## src/rtl/uart_frame_decoder.sv

```systemverilog
// Receive-side frame decoder: hunts for SYNC, gathers 7 payload bytes plus an XOR
// checksum, and updates every enemy-state output at once only when the frame is good.
module uart_frame_decoder #(
  parameter logic [7:0] SYNC_BYTE = 8'hA5,
  parameter int         TIMEOUT   = 40000,
  parameter int         TO_BITS   = 16,
  parameter logic [7:0] HP_INIT   = 8'd100
) (
  input  logic       clk,
  input  logic       rst,
  input  logic       rx_done,
  input  logic [7:0] rx_data,
  output logic [9:0] xpos_tank_out,
  output logic [9:0] ypos_tank_out,
  output logic [9:0] xpos_bullet_out,
  output logic [9:0] ypos_bullet_out,
  output logic [2:0] direction_for_enemy_out,
  output logic       tank_our_hit_out,
  output logic       obstacle_hit_out,
  output logic [1:0] direction_tank_out,
  output logic [7:0] hp_our_out,
  output logic       frame_valid,
  output logic       chk_err,
  output logic       timeout_err,
  output logic [7:0] err_count
);

  // Handshake: rx_done is a valid-only strobe with no ready; rx_data is consumed in
  // exactly the cycle rx_done is high, so every byte must be accepted when offered.

  localparam logic [1:0] ST_HUNT    = 2'd0;
  localparam logic [1:0] ST_PAYLOAD = 2'd1;
  localparam logic [1:0] ST_CHECK   = 2'd2;

  localparam logic [TO_BITS-1:0] TO_LIMIT = TO_BITS'(TIMEOUT);
  localparam logic [TO_BITS-1:0] TO_ONE   = TO_BITS'(1);

  logic [1:0]         state;
  logic [2:0]         idx;
  logic [7:0]         csum;
  logic [55:0]        shadow;
  logic [TO_BITS-1:0] to_cnt;
  logic [TO_BITS-1:0] to_next;

  assign to_next = to_cnt + TO_ONE;

  always_ff @(posedge clk or negedge rst) begin
    if (!rst) begin
      state                   <= ST_HUNT;
      idx                     <= 3'd0;
      csum                    <= 8'd0;
      shadow                  <= 56'd0;
      to_cnt                  <= '0;
      xpos_tank_out           <= 10'd0;
      ypos_tank_out           <= 10'd0;
      xpos_bullet_out         <= 10'd0;
      ypos_bullet_out         <= 10'd0;
      direction_for_enemy_out <= 3'd0;
      tank_our_hit_out        <= 1'b0;
      obstacle_hit_out        <= 1'b0;
      direction_tank_out      <= 2'd0;
      hp_our_out              <= HP_INIT;
      frame_valid             <= 1'b0;
      chk_err                 <= 1'b0;
      timeout_err             <= 1'b0;
      err_count               <= 8'd0;
    end else begin
      frame_valid <= 1'b0;
      chk_err     <= 1'b0;
      timeout_err <= 1'b0;
      if (rx_done) begin
        // A byte always wins over a timeout that would fire in the same cycle.
        to_cnt <= '0;
        case (state)
          ST_HUNT: begin
            if (rx_data == SYNC_BYTE) begin
              state <= ST_PAYLOAD;
              idx   <= 3'd0;
              csum  <= 8'd0;
            end
          end
          ST_PAYLOAD: begin
            // Shifting in MSB-first leaves B0 in shadow[55:48] after seven bytes.
            shadow <= {shadow[47:0], rx_data};
            csum   <= csum ^ rx_data;
            if (idx == 3'd6) begin
              state <= ST_CHECK;
            end else begin
              idx <= idx + 3'd1;
            end
          end
          ST_CHECK: begin
            state <= ST_HUNT;
            if (rx_data == csum) begin
              xpos_tank_out           <= shadow[55:46];
              ypos_tank_out           <= shadow[45:36];
              xpos_bullet_out         <= shadow[35:26];
              ypos_bullet_out         <= shadow[25:16];
              direction_for_enemy_out <= shadow[15:13];
              tank_our_hit_out        <= shadow[12];
              obstacle_hit_out        <= shadow[11];
              direction_tank_out      <= shadow[10:9];
              hp_our_out              <= shadow[8:1];
              frame_valid             <= 1'b1;
            end else begin
              chk_err <= 1'b1;
              if (err_count != 8'hFF) err_count <= err_count + 8'd1;
            end
          end
          default: state <= ST_HUNT;
        endcase
      end else if (state == ST_HUNT) begin
        to_cnt <= '0;
      end else if (to_next == TO_LIMIT) begin
        state       <= ST_HUNT;
        timeout_err <= 1'b1;
        to_cnt      <= '0;
        if (err_count != 8'hFF) err_count <= err_count + 8'd1;
      end else begin
        to_cnt <= to_next;
      end
    end
  end

endmodule

```

## config.mk

```make
export PLATFORM = sky130hd
export DESIGN_NAME = uart_frame_decoder
export DESIGN_NICKNAME = d
export VERILOG_FILES = /design/src/rtl/uart_frame_decoder.sv
export SDC_FILE = /design/constraint.sdc
export NUM_CORES = 1
export LEC_CHECK = 0
export BUFFER_PORTS_ARGS = -buffer_cell sky130_fd_sc_hd__buf_2
export CORE_MARGIN = 1.5
export CORE_UTILIZATION = 40
export CTS_CLUSTER_SIZE = 14
export DETAILED_ROUTE_END_ITERATION = 6
export MAX_ROUTING_LAYER = met4
export PLACE_DENSITY = 0.7
export SYNTH_ARGS = -nofsm -noshare
export SYNTH_HDL_FRONTEND = slang
export SYNTH_SLANG_ARGS = --single-unit
```

## constraint.sdc

```tcl
create_clock -name clk -period 2.6 [get_ports clk]
set_input_delay 0.13 -clock clk [delete_from_list [all_inputs] [get_ports clk]]
set_output_delay 0.13 -clock clk [all_outputs]
set_load 0.01 [all_outputs]
```

==> results_dict.tcl, run 1 <==
set metrics [dict create \
    drt-pass1-iter-count 4 \
    htreeDepth 4 \
    ir_worst_vdd_mv 0.478 \
    cp_max_fo 9 \
    instances_no_fill 860 \
    detail_route.wl_per_cell_um 15.2 \
    finalSetupViolCount 0 \
    io_buffers 76 \
    fillers 1398 \
    antenna_found_initial 0 \
    nets 675 \
    dpl_cell_area_sq_mm 0.00686 \
    clk_pin_slew_ns 0.06 \
    gp_congestion 0.858 \
    ant_nets 0 \
    initial_core_util_pct 40.9 \
    num_vias 4347 \
    syn_area_sq_mm 0.00622 \
    clock-root-buffer "clkbuf_16" \
    yosysSeqAreaShare_pct 60.8 \
    avgSynthCellArea_sq_um 10.9 \
    syn_nets 584 \
    clkLatencyLatePin_ns 0.43 \
    final_common_cell "nand2_1" \
    die_h_um 128 \
    io_pins 77 \
    grt_pass1_wl_um 21900 \
    cts_max_path_buffers 2 \
    drive_above_1_share_pct 29.2 \
    drtIter0Drc 204 \
    fin_crit_ns 2.51 \
    fmax_mhz 398 \
    syn_inst 569 \
    dieArea_sq_mm 0.0163 \
    path_delay_family "simple AND/OR/NAND/NOR gates" \
    tritoncts "done" \
    slowest_stage "or4_4" \
    crit_end "err_count[1]" \
    critPathLaunchType "flip-flop" \
    yosys_warnings 0 \
    cts_buffers 17 \
    ys_ff_latch 151 \
    fp.dieW_um 128 \
    status "complete, no violations" \
    synthDistinctLibCells 51 \
    mostFrequentLayoutCells "nand2_1 (180), dfrtp_1 (142), buf_2 (75), mux2_2 (56), nor2_1 (33)" \
    rows 45 \
    min_period_over_period_pct 96.6 \
    grt_pass1_vias 4368 \
    hold_viol_final 0 \
    timing.rr.start "to_cnt[2]" \
    power.density_mw_per_mm2 888 \
    design_area_sq_mm 0.00762 \
    worst_pin_slew_ns 1.12 \
    cp.required_ns 2.91 \
    slew-limit-headroom_pct 25.6 \
    area_growth_pct 22.5 \
    wl_um 13100 \
    crit_type "flip-flop to flip-flop" \
    cp_slowest_stage_delay_ns 0.52 \
    synth_enable_flop_cells 0 \
    overflow 0 \
    dpl.hpwl_um 8440 \
    r2r-end "err_count[1]" \
    maxSlewViolCount 0 \
    r2r_slack_ns 0.09 \
    leakagePower_nw 4.03 \
    ys.flop_type "dfrtp_1" \
    detail_route.vias_per_cell 5.05 \
    setup.worst_path.start "to_cnt[2]" \
    coreArea_sq_mm 0.0152 \
    critPathCaptureType "flip-flop" \
    fin_skew_ns 0.00875 \
    async_reset_ff_share_pct 100 \
    drc_errors 0 \
    grt_usage_pct 17.7 \
    reg2reg_depth 7 \
    cts_sinks 151 \
    diodes 0 \
    cp.arrival_ns 2.82 \
    dp.cells 818 \
    maxCapViolations 0 \
    grt_max_degree 85 \
    path_buf_inv 0 \
    path_cells "nand3_4 > or4_4 > o211a_1 > or3_1 > o21ba_4 > nor2b_2 > mux2_1" \
    hold_class "input pin to flip-flop" \
    cp.depth 7 \
]
[cell usage after synthesis, drive strengths merged (3+ instances only)]
cell type	number	area [sq um]
or3	3	23.8
nand2b	3	18.8
nand2	180	676
dfstp	3	78.8
nor4	5	31.3
o21ai	21	105
mux2	57	642
nor2b	3	21.3
nor2	34	128
dfrtp	148	3700
ha	4	50.1
xnor2	10	87.6
clkbuf	15	57.6
a21oi	4	20.0
nor3	5	30.0
and3	4	25.0
nand4	5	46.3
xor2	17	149
buf	9	46.3
inv	5	18.8
nand3	7	40.0
[worst min path at each step]
stage / start / endpoint / slack (ns) / cells after the start
floorplan: rst / chk_err / -0.17 / 0
global placement: rst / shadow[6] / 0.22 / 1
detailed placement: rst / shadow[5] / 0.24 / 1
CTS: rx_data[4] / shadow[4] / 0.0005 / 3
global route: rx_data[4] / shadow[4] / 0.03 / 3
finish: rx_data[4] / shadow[4] / 0.002 / 3
[routing by layer]
layer	routed length [um]	GRT usage, %	vias up
li1	-	-	2061
met1	5880	21.8	2152
met2	6260	27.3	107
met3	593	4.30	27
met4	374	9.19	0
met5	0	-	-
[worst reg2reg max path, delay by kind of cell (launching register included)]
kind,cells,cell delay [ns]
compound gates,2,0.38
flops,1,0.48
mux,1,0.33
simple gates,4,1.21
[kinds of logic (layout without fill, tap and decap cells)]
family	Yosys count	count (layout)	share of synthesized area, %
buffers and inverters	29	132	1.97
XOR/XNOR	27	27	3.80
adder cells (fa/ha/maj)	4	4	0.804
AO/OA/AOI/OAI	39	39	3.96
flip-flops	151	151	60.8
multiplexers	59	59	10.6
AND/OR/NAND/NOR	260	260	18.0
[what timing repair did]
action | in CTS | in global routing
endpoints found under the hold margin | 85 | 0
setup buffers | 0 | 4
endpoints found under the setup margin | 0 | 8
resized for setup | 0 | 13
hold buffers | 7 | 0
[power by group]
part	leakage (nW)	internal, mW	switching (mW)	total, mW
registers	2.04	2.80	0.390	3.19
logic	1.67	0.362	0.603	0.965
clock network	0.313	1.70	0.917	2.62
total	4.03	4.86	1.91	6.77
[state kept, by name (all words and copies together) (netlist names)]
| register | flops |
|---|---|
| chk_err | 1 |
| csum | 8 |
| direction_for_enemy_out | 3 |
| direction_tank_out | 2 |
| err_count | 8 |
| frame_valid | 1 |
| hp_our_out | 8 |
| idx | 3 |
| obstacle_hit_out | 1 |
| shadow | 56 |
| state | 2 |
| tank_our_hit_out | 1 |
| timeout_err | 1 |
| to_cnt | 16 |
| xpos_bullet_out | 10 |
| xpos_tank_out | 10 |
| ypos_bullet_out | 10 |
| ypos_tank_out | 10 |
[final cells by class]
cell class              count  area [sq um]  area share (%)
inverters                   5          18.8           0.246
flip-flops and latches    151          3790            49.7
repair buffers             96           592            7.76
clock buffers              23           488            6.40
multi-input cells         389          2360            30.9
well taps                 188           235            3.09
clock inverters             8           144            1.89
[stage by stage]
step	hold WS (ns)	setup TNS, ns	total power, mW	setup slack [ns]	util [%]
final	0.00190	0	6.77	0.0886	50.2
after global routing	0.0270	-0.0342	7.14	-0.0179	50.2
after CTS	0.000494	0	6.82	0.00803	49.7
after detailed placement	0.238	0	4.18	0.0639	45.1
after global placement	0.222	0	4.10	0.159	45.1
after floorplan	-0.166	0	3.77	0.102	-
Note: power is estimated with default switching activity, not from simulation.
==> run 2, diff against run 1 <==
--- a/config.mk
+++ b/config.mk
@@ -7,11 +7,11 @@
 export LEC_CHECK = 0
 export BUFFER_PORTS_ARGS = -buffer_cell sky130_fd_sc_hd__buf_2
 export CORE_MARGIN = 1.5
-export CORE_UTILIZATION = 40
+export CORE_UTILIZATION = 47
 export CTS_CLUSTER_SIZE = 14
 export DETAILED_ROUTE_END_ITERATION = 6
 export MAX_ROUTING_LAYER = met4
-export PLACE_DENSITY = 0.7
+export PLACE_DENSITY = 0.69
 export SYNTH_ARGS = -nofsm -noshare
 export SYNTH_HDL_FRONTEND = slang
 export SYNTH_SLANG_ARGS = --single-unit
==> run 2 against run 1 <==
Sequential cell count stayed put. Wire length shrank 4.0%. Fmax decreased by 0.51%.
==> results_dict.tcl, run 2 (same netlist as run 1, synthesis figures left out) <==
set metrics [dict create \
    status "complete, no violations" \
    fmax_mhz 396 \
    cp_slowest_stage_delay_ns 0.54 \
    ir_worst_vdd_mv 0.524 \
    leakagePower_nw 4.02 \
    maxCapViolations 0 \
    crit_end "err_count[7]" \
    clock-root-buffer "clkbuf_16" \
    worst_pin_slew_ns 0.658 \
    final_common_cell "nand2_1" \
    cp.depth 8 \
    cts_sinks 151 \
    r2r-end "err_count[7]" \
    rsz0062_at_grt "false" \
    grt_max_degree 70 \
    finalSetupViolCount 0 \
    num_vias 4320 \
    cp.required_ns 2.94 \
    fin_crit_ns 2.52 \
    grt_pass1_wl_um 21300 \
    maxSlewViolCount 0 \
    min_period_over_period_pct 97.1 \
    power.density_mw_per_mm2 888 \
    die_h_um 118 \
    crit_type "flip-flop to flip-flop" \
    overflow 0 \
    grt_pass1_vias 4301 \
    cts_max_path_buffers 2 \
    io_pins 77 \
    clkLatencyLatePin_ns 0.43 \
    total_power_mw 6.72 \
    grt_usage_pct 19.7 \
    area_growth_pct 21.6 \
    detail_route.wl_per_cell_um 14.9 \
    drive_above_1_share_pct 28.7 \
    cts_buffers 17 \
    timing.rr.start "to_cnt[6]" \
    path_delay_family "simple AND/OR/NAND/NOR gates" \
    post-route-util_pct 59.2 \
    critPathLaunchType "flip-flop" \
    slew-limit-headroom_pct 55.6 \
    tritoncts "done" \
    largestRegisters "shadow x56, to_cnt x16" \
    hold_class "input pin to flip-flop" \
    coreArea_sq_mm 0.0128 \
    nets 673 \
    fp.dieW_um 118 \
    reg2reg_depth 8 \
    htreeDepth 4 \
    cp.arrival_ns 2.87 \
    fillers 1055 \
    setup.worst_path.start "to_cnt[6]" \
    area.sequential_sq_mm 0.00379 \
    largest_reg_flops 56 \
    io_buffers 76 \
    ant_nets 0 \
    drt-pass1-iter-count 4 \
    antenna_found_initial 0 \
    mostFrequentLayoutCells "nand2_1 (180), dfrtp_1 (145), buf_2 (75), mux2_2 (56), nor2_1 (33)" \
    dpl.hpwl_um 8180 \
    clk_pin_slew_ns 0.06 \
    top_register "shadow" \
    dieArea_sq_mm 0.0139 \
    hold_viol_final 0 \
    r2r_slack_ns 0.08 \
    initial_core_util_pct 48.7 \
    path_buf_inv 1 \
    wl_um 12600 \
    cp_max_fo 8 \
    gp_congestion 0.926 \
    drc_errors 0 \
    rows 41 \
    diodes 0 \
    detail_route.vias_per_cell 5.13 \
    fin_skew_ns 0.00898 \
    drtIter0Drc 239 \
    slowest_stage "or4_1" \
    critPathCaptureType "flip-flop" \
    setup-tns-final_ns 0 \
    path_cells "nand4_4 > or4_1 > o211a_1 > or3_1 > o21ba_2 > buf_4 > nor3_2 > xor2_1" \
    multi_input_area_sq_mm 0.00234 \
]
run 2: cell types whose count changed in the layout (fill, tap and decap cells not counted), sizes merged:
cell | previous run | this run
clkbuf | 23 | 19
clkinvlp | 0 | 1
buf | 89 | 87
clkinv | 4 | 5
inv | 5 | 7
run 2: tightest hold or removal path, cell delays in order:
cell and delay, ns:
buf_2 0.12, nand2_1 0.08, nand2_1 0.07
run 2: worst min-delay path by stage:
stage	to	startpoint	cells after the start	slack (ns)
after floorplan	chk_err	rst	0	-0.17
after global placement	xpos_bullet_out[0]	rst	1	0.13
after detailed placement	shadow[26]	rst	1	0.13
after CTS	shadow[7]	rx_data[7]	3	0.001
after global routing	shadow[7]	rx_data[7]	3	0.04
final	shadow[7]	rx_data[7]	3	0.005
run 2: final cells by class:
| cell class | count | share of cell area [%] |
|---|---|---|
| Sequential cell | 151 | 50.0 |
| Multi-Input combinational cell | 389 | 31.0 |
| Timing Repair Buffer | 94 | 7.62 |
| Clock buffer | 19 | 5.99 |
| Tap cell | 172 | 2.84 |
| Clock inverter | 12 | 2.30 |
| Inverter | 5 | 0.248 |
run 2: stage by stage:
| stage | hold WS [ns] | area (sq um) | setup slack [ns] | instances |
|---|---|---|---|---|
| 6_report | 0.00541 | 7570 | 0.0757 | 842 |
| 2_1_floorplan | -0.166 | 6220 | 0.102 | 569 |
| 3_3_place_gp | 0.127 | 6850 | 0.155 | 803 |
| 4_1_cts | 0.00144 | 7540 | 0.0536 | 841 |
| 3_5_place_dp | 0.126 | 6850 | 0.0889 | 803 |
| 5_1_grt | 0.0370 | 7570 | 0.00804 | 842 |
run 2: repair_timing:
action                     CTS  global route
gates resized for setup      0             7
hold buffers                 7             0
setup endpoints to repair    0            22
buffers inserted             0             1
hold endpoints to repair    60             0
run 2: layer usage:
metal / share of wire [%] / vias to the layer above / global-route usage (%)
li1: - / 2067 / -
met3: 4.7 / 24 / 5.38
met2: 48 / 93 / 29.9
met1: 45 / 2136 / 25.2
met5: 0 / - / -
met4: 2.2 / 0 / 8.08
run 2: power breakdown:
part           total [mW]  internal (mW)  switching (mW)
logic               0.952          0.355           0.597
clock network        2.59           1.65           0.943
registers            3.17           2.80           0.375
total                6.72           4.80            1.91
==> run 3, diff against run 2 <==
--- a/config.mk
+++ b/config.mk
@@ -10,8 +10,10 @@
 export CORE_UTILIZATION = 47
 export CTS_CLUSTER_SIZE = 14
 export DETAILED_ROUTE_END_ITERATION = 6
+export GPL_TIMING_DRIVEN = 0
 export MAX_ROUTING_LAYER = met4
 export PLACE_DENSITY = 0.69
+export SLEW_MARGIN = 20
 export SYNTH_ARGS = -nofsm -noshare
 export SYNTH_HDL_FRONTEND = slang
 export SYNTH_SLANG_ARGS = --single-unit
==> run 3 against run 2 <==
Hold slack improved by 0.025 ns. Register-to-register slack about the same. Critical endpoint is now err_count[1]. Critical path type unchanged. Sequential power is essentially flat. Cell count grew 2.4%. Core utilization up 0.57 points. Highest routed layer unchanged.
==> results_dict.tcl, run 3 (same netlist as run 1, synthesis figures left out) <==
set metrics [dict create \
    coreArea_sq_mm 0.0128 \
    ant_nets 0 \
    hold_path_depth 3 \
    pwr-share-clk_pct 37.1 \
    slowest_stage "or4_1" \
    worst_pin_slew_ns 0.635 \
    timing.rr.start "to_cnt[0]" \
    reg2reg_depth 8 \
    r2r_slack_ns 0.07 \
    min_period_over_period_pct 97.5 \
    antenna_found_initial 0 \
    grt_usage_pct 19.9 \
    setup.worst_path.start "to_cnt[0]" \
    finalSetupViolCount 0 \
    fp.dieW_um 118 \
    power.density_mw_per_mm2 864 \
    fmax_mhz 395 \
    cp_max_fo 9 \
    io_pins 77 \
    clk_pin_slew_ns 0.06 \
    cp_slowest_stage_delay_ns 0.51 \
    total_power_mw 6.60 \
    htreeDepth 4 \
    fin_skew_ns 0.00714 \
    nets 692 \
    p_sw_share_pct 29.3 \
    drive_above_1_share_pct 29.4 \
    power_frac_comb_pct 14.6 \
    critPathCaptureType "flip-flop" \
    drc_errors 0 \
    instances_no_fill 862 \
    grt_pass1_wl_um 21200 \
    p_sw_mw 1.94 \
    hold_class "input pin to flip-flop" \
    ir_worst_vdd_mv 0.455 \
    clock-root-buffer "clkbuf_16" \
    internal_power_mw 4.67 \
    cts_sinks 151 \
    fin_crit_ns 2.53 \
    top_register "shadow" \
    grt_pass1_vias 4285 \
    drt-pass1-iter-count 4 \
    design_area_sq_mm 0.00764 \
    path_cells "ha_4 > or4_1 > o211a_1 > or3_4 > o21ba_4 > buf_6 > nor2b_4 > mux2_4" \
    rows 41 \
    io_buffers 76 \
    largest_reg_flops 56 \
    dpl_cell_area_sq_mm 0.00686 \
    die_h_um 118 \
    dpl.hpwl_um 8480 \
    dieArea_sq_mm 0.0139 \
    gp_congestion 0.869 \
    maxCapViolations 0 \
    clkLatencyLatePin_ns 0.42 \
    dp.cells 818 \
    maxSlewViolCount 0 \
    critPathLaunchType "flip-flop" \
    diodes 0 \
    post-place-ws_ns -0.294 \
    slew-limit-headroom_pct 57.7 \
    hold_start "rx_data[7]" \
    grt_max_degree 94 \
    detail_route.vias_per_cell 5.08 \
    area_growth_pct 22.8 \
    r2r-end "err_count[1]" \
    drtIter0Drc 216 \
    wl_um 12600 \
    overflow 0 \
    crit_type "flip-flop to flip-flop" \
    seq_power_share_pct 48.3 \
    cts_max_path_buffers 2 \
    largestRegisters "shadow x56, to_cnt x16" \
    final_common_cell "nand2_1" \
    status "complete, no violations" \
    leakagePower_nw 4.04 \
    cp.arrival_ns 2.83 \
    hold_viol_final 0 \
    detail_route.wl_per_cell_um 14.7 \
    initial_core_util_pct 48.7 \
    tritoncts "done" \
    cts_buffers 17 \
    crit_end "err_count[1]" \
    num_vias 4378 \
    mostFrequentLayoutCells "nand2_1 (180), dfrtp_1 (140), buf_2 (79), mux2_2 (55), nor2_1 (34)" \
    fin_ws_ns 0.0656 \
    cp.required_ns 2.90 \
]
run 3: cell count changes in the layout (fill, tap and decap cells not counted), sizes merged:
cell | previous run | this run
buf | 87 | 91
bufinv | 4 | 2
clkbuf | 19 | 37
clkinv | 5 | 4
clkinvlp | 1 | 2
run 3: area by class of cell:
cell class                      count  area, sq um
Inverter                            5         18.8
Multi-Input combinational cell    389         2380
Timing Repair Buffer               89          526
Tap cell                          172          215
Clock buffer                       22          484
Fill cell                        1048         5130
Sequential cell                   151         3790
Buffer                             24          110
Clock inverter                     10          116
run 3: metal layers:
| layer | up-vias | share of wire, % | routed length [um] | track usage [%] |
|---|---|---|---|---|
| li1 | 2100 | - | - | - |
| met1 | 2155 | 47 | 5880 | 26.1 |
| met2 | 96 | 48 | 6040 | 29.9 |
| met4 | 0 | 2.2 | 272 | 8.38 |
| met3 | 27 | 3.5 | 436 | 4.41 |
| met5 | - | 0 | 0 | - |
run 3: worst min path at each step:
stage and endpoint:
6_report shadow[7], 5_1_grt chk_err, 4_1_cts chk_err, 3_5_place_dp ypos_bullet_out[8]
3_3_place_gp shadow[1], 2_1_floorplan chk_err
run 3: power by group through the flow:
stage	logic [mW]	registers, mW	clock network [mW]
after CTS	0.969	3.19	2.50
after detailed placement	0.941	3.22	0
after global routing	1.12	3.25	2.61
after floorplan	0.692	3.08	0
final	0.962	3.19	2.45
after global placement	0.901	3.20	0
run 3: critical path: cells and delay by family, from the launching register on:
family / cells / cell delay [ns]
mux: 1 / 0.31
compound gates: 2 / 0.35
simple gates: 3 / 0.98
fa+ha+maj: 1 / 0.19
flops: 1 / 0.45
buf+inv: 1 / 0.14
run 3: repair_timing:
action	in CTS	in global routing
buffers inserted	1	4
endpoints found under the setup margin	41	64
hold endpoints to repair	64	0
hold buffers	7	0
pin swaps	2	3
resized for setup	11	16
run 3: metrics by stage:
stage,hold slack (ns),util (%),TNS (ns)
after floorplan,-0.166,-,0
after global placement,0.402,53.4,-107.08
after detailed placement,0.0872,53.7,-6.74
after CTS,0.00633,59.2,0
after global routing,0.0358,59.8,-0.00545
final,0.0307,59.8,0
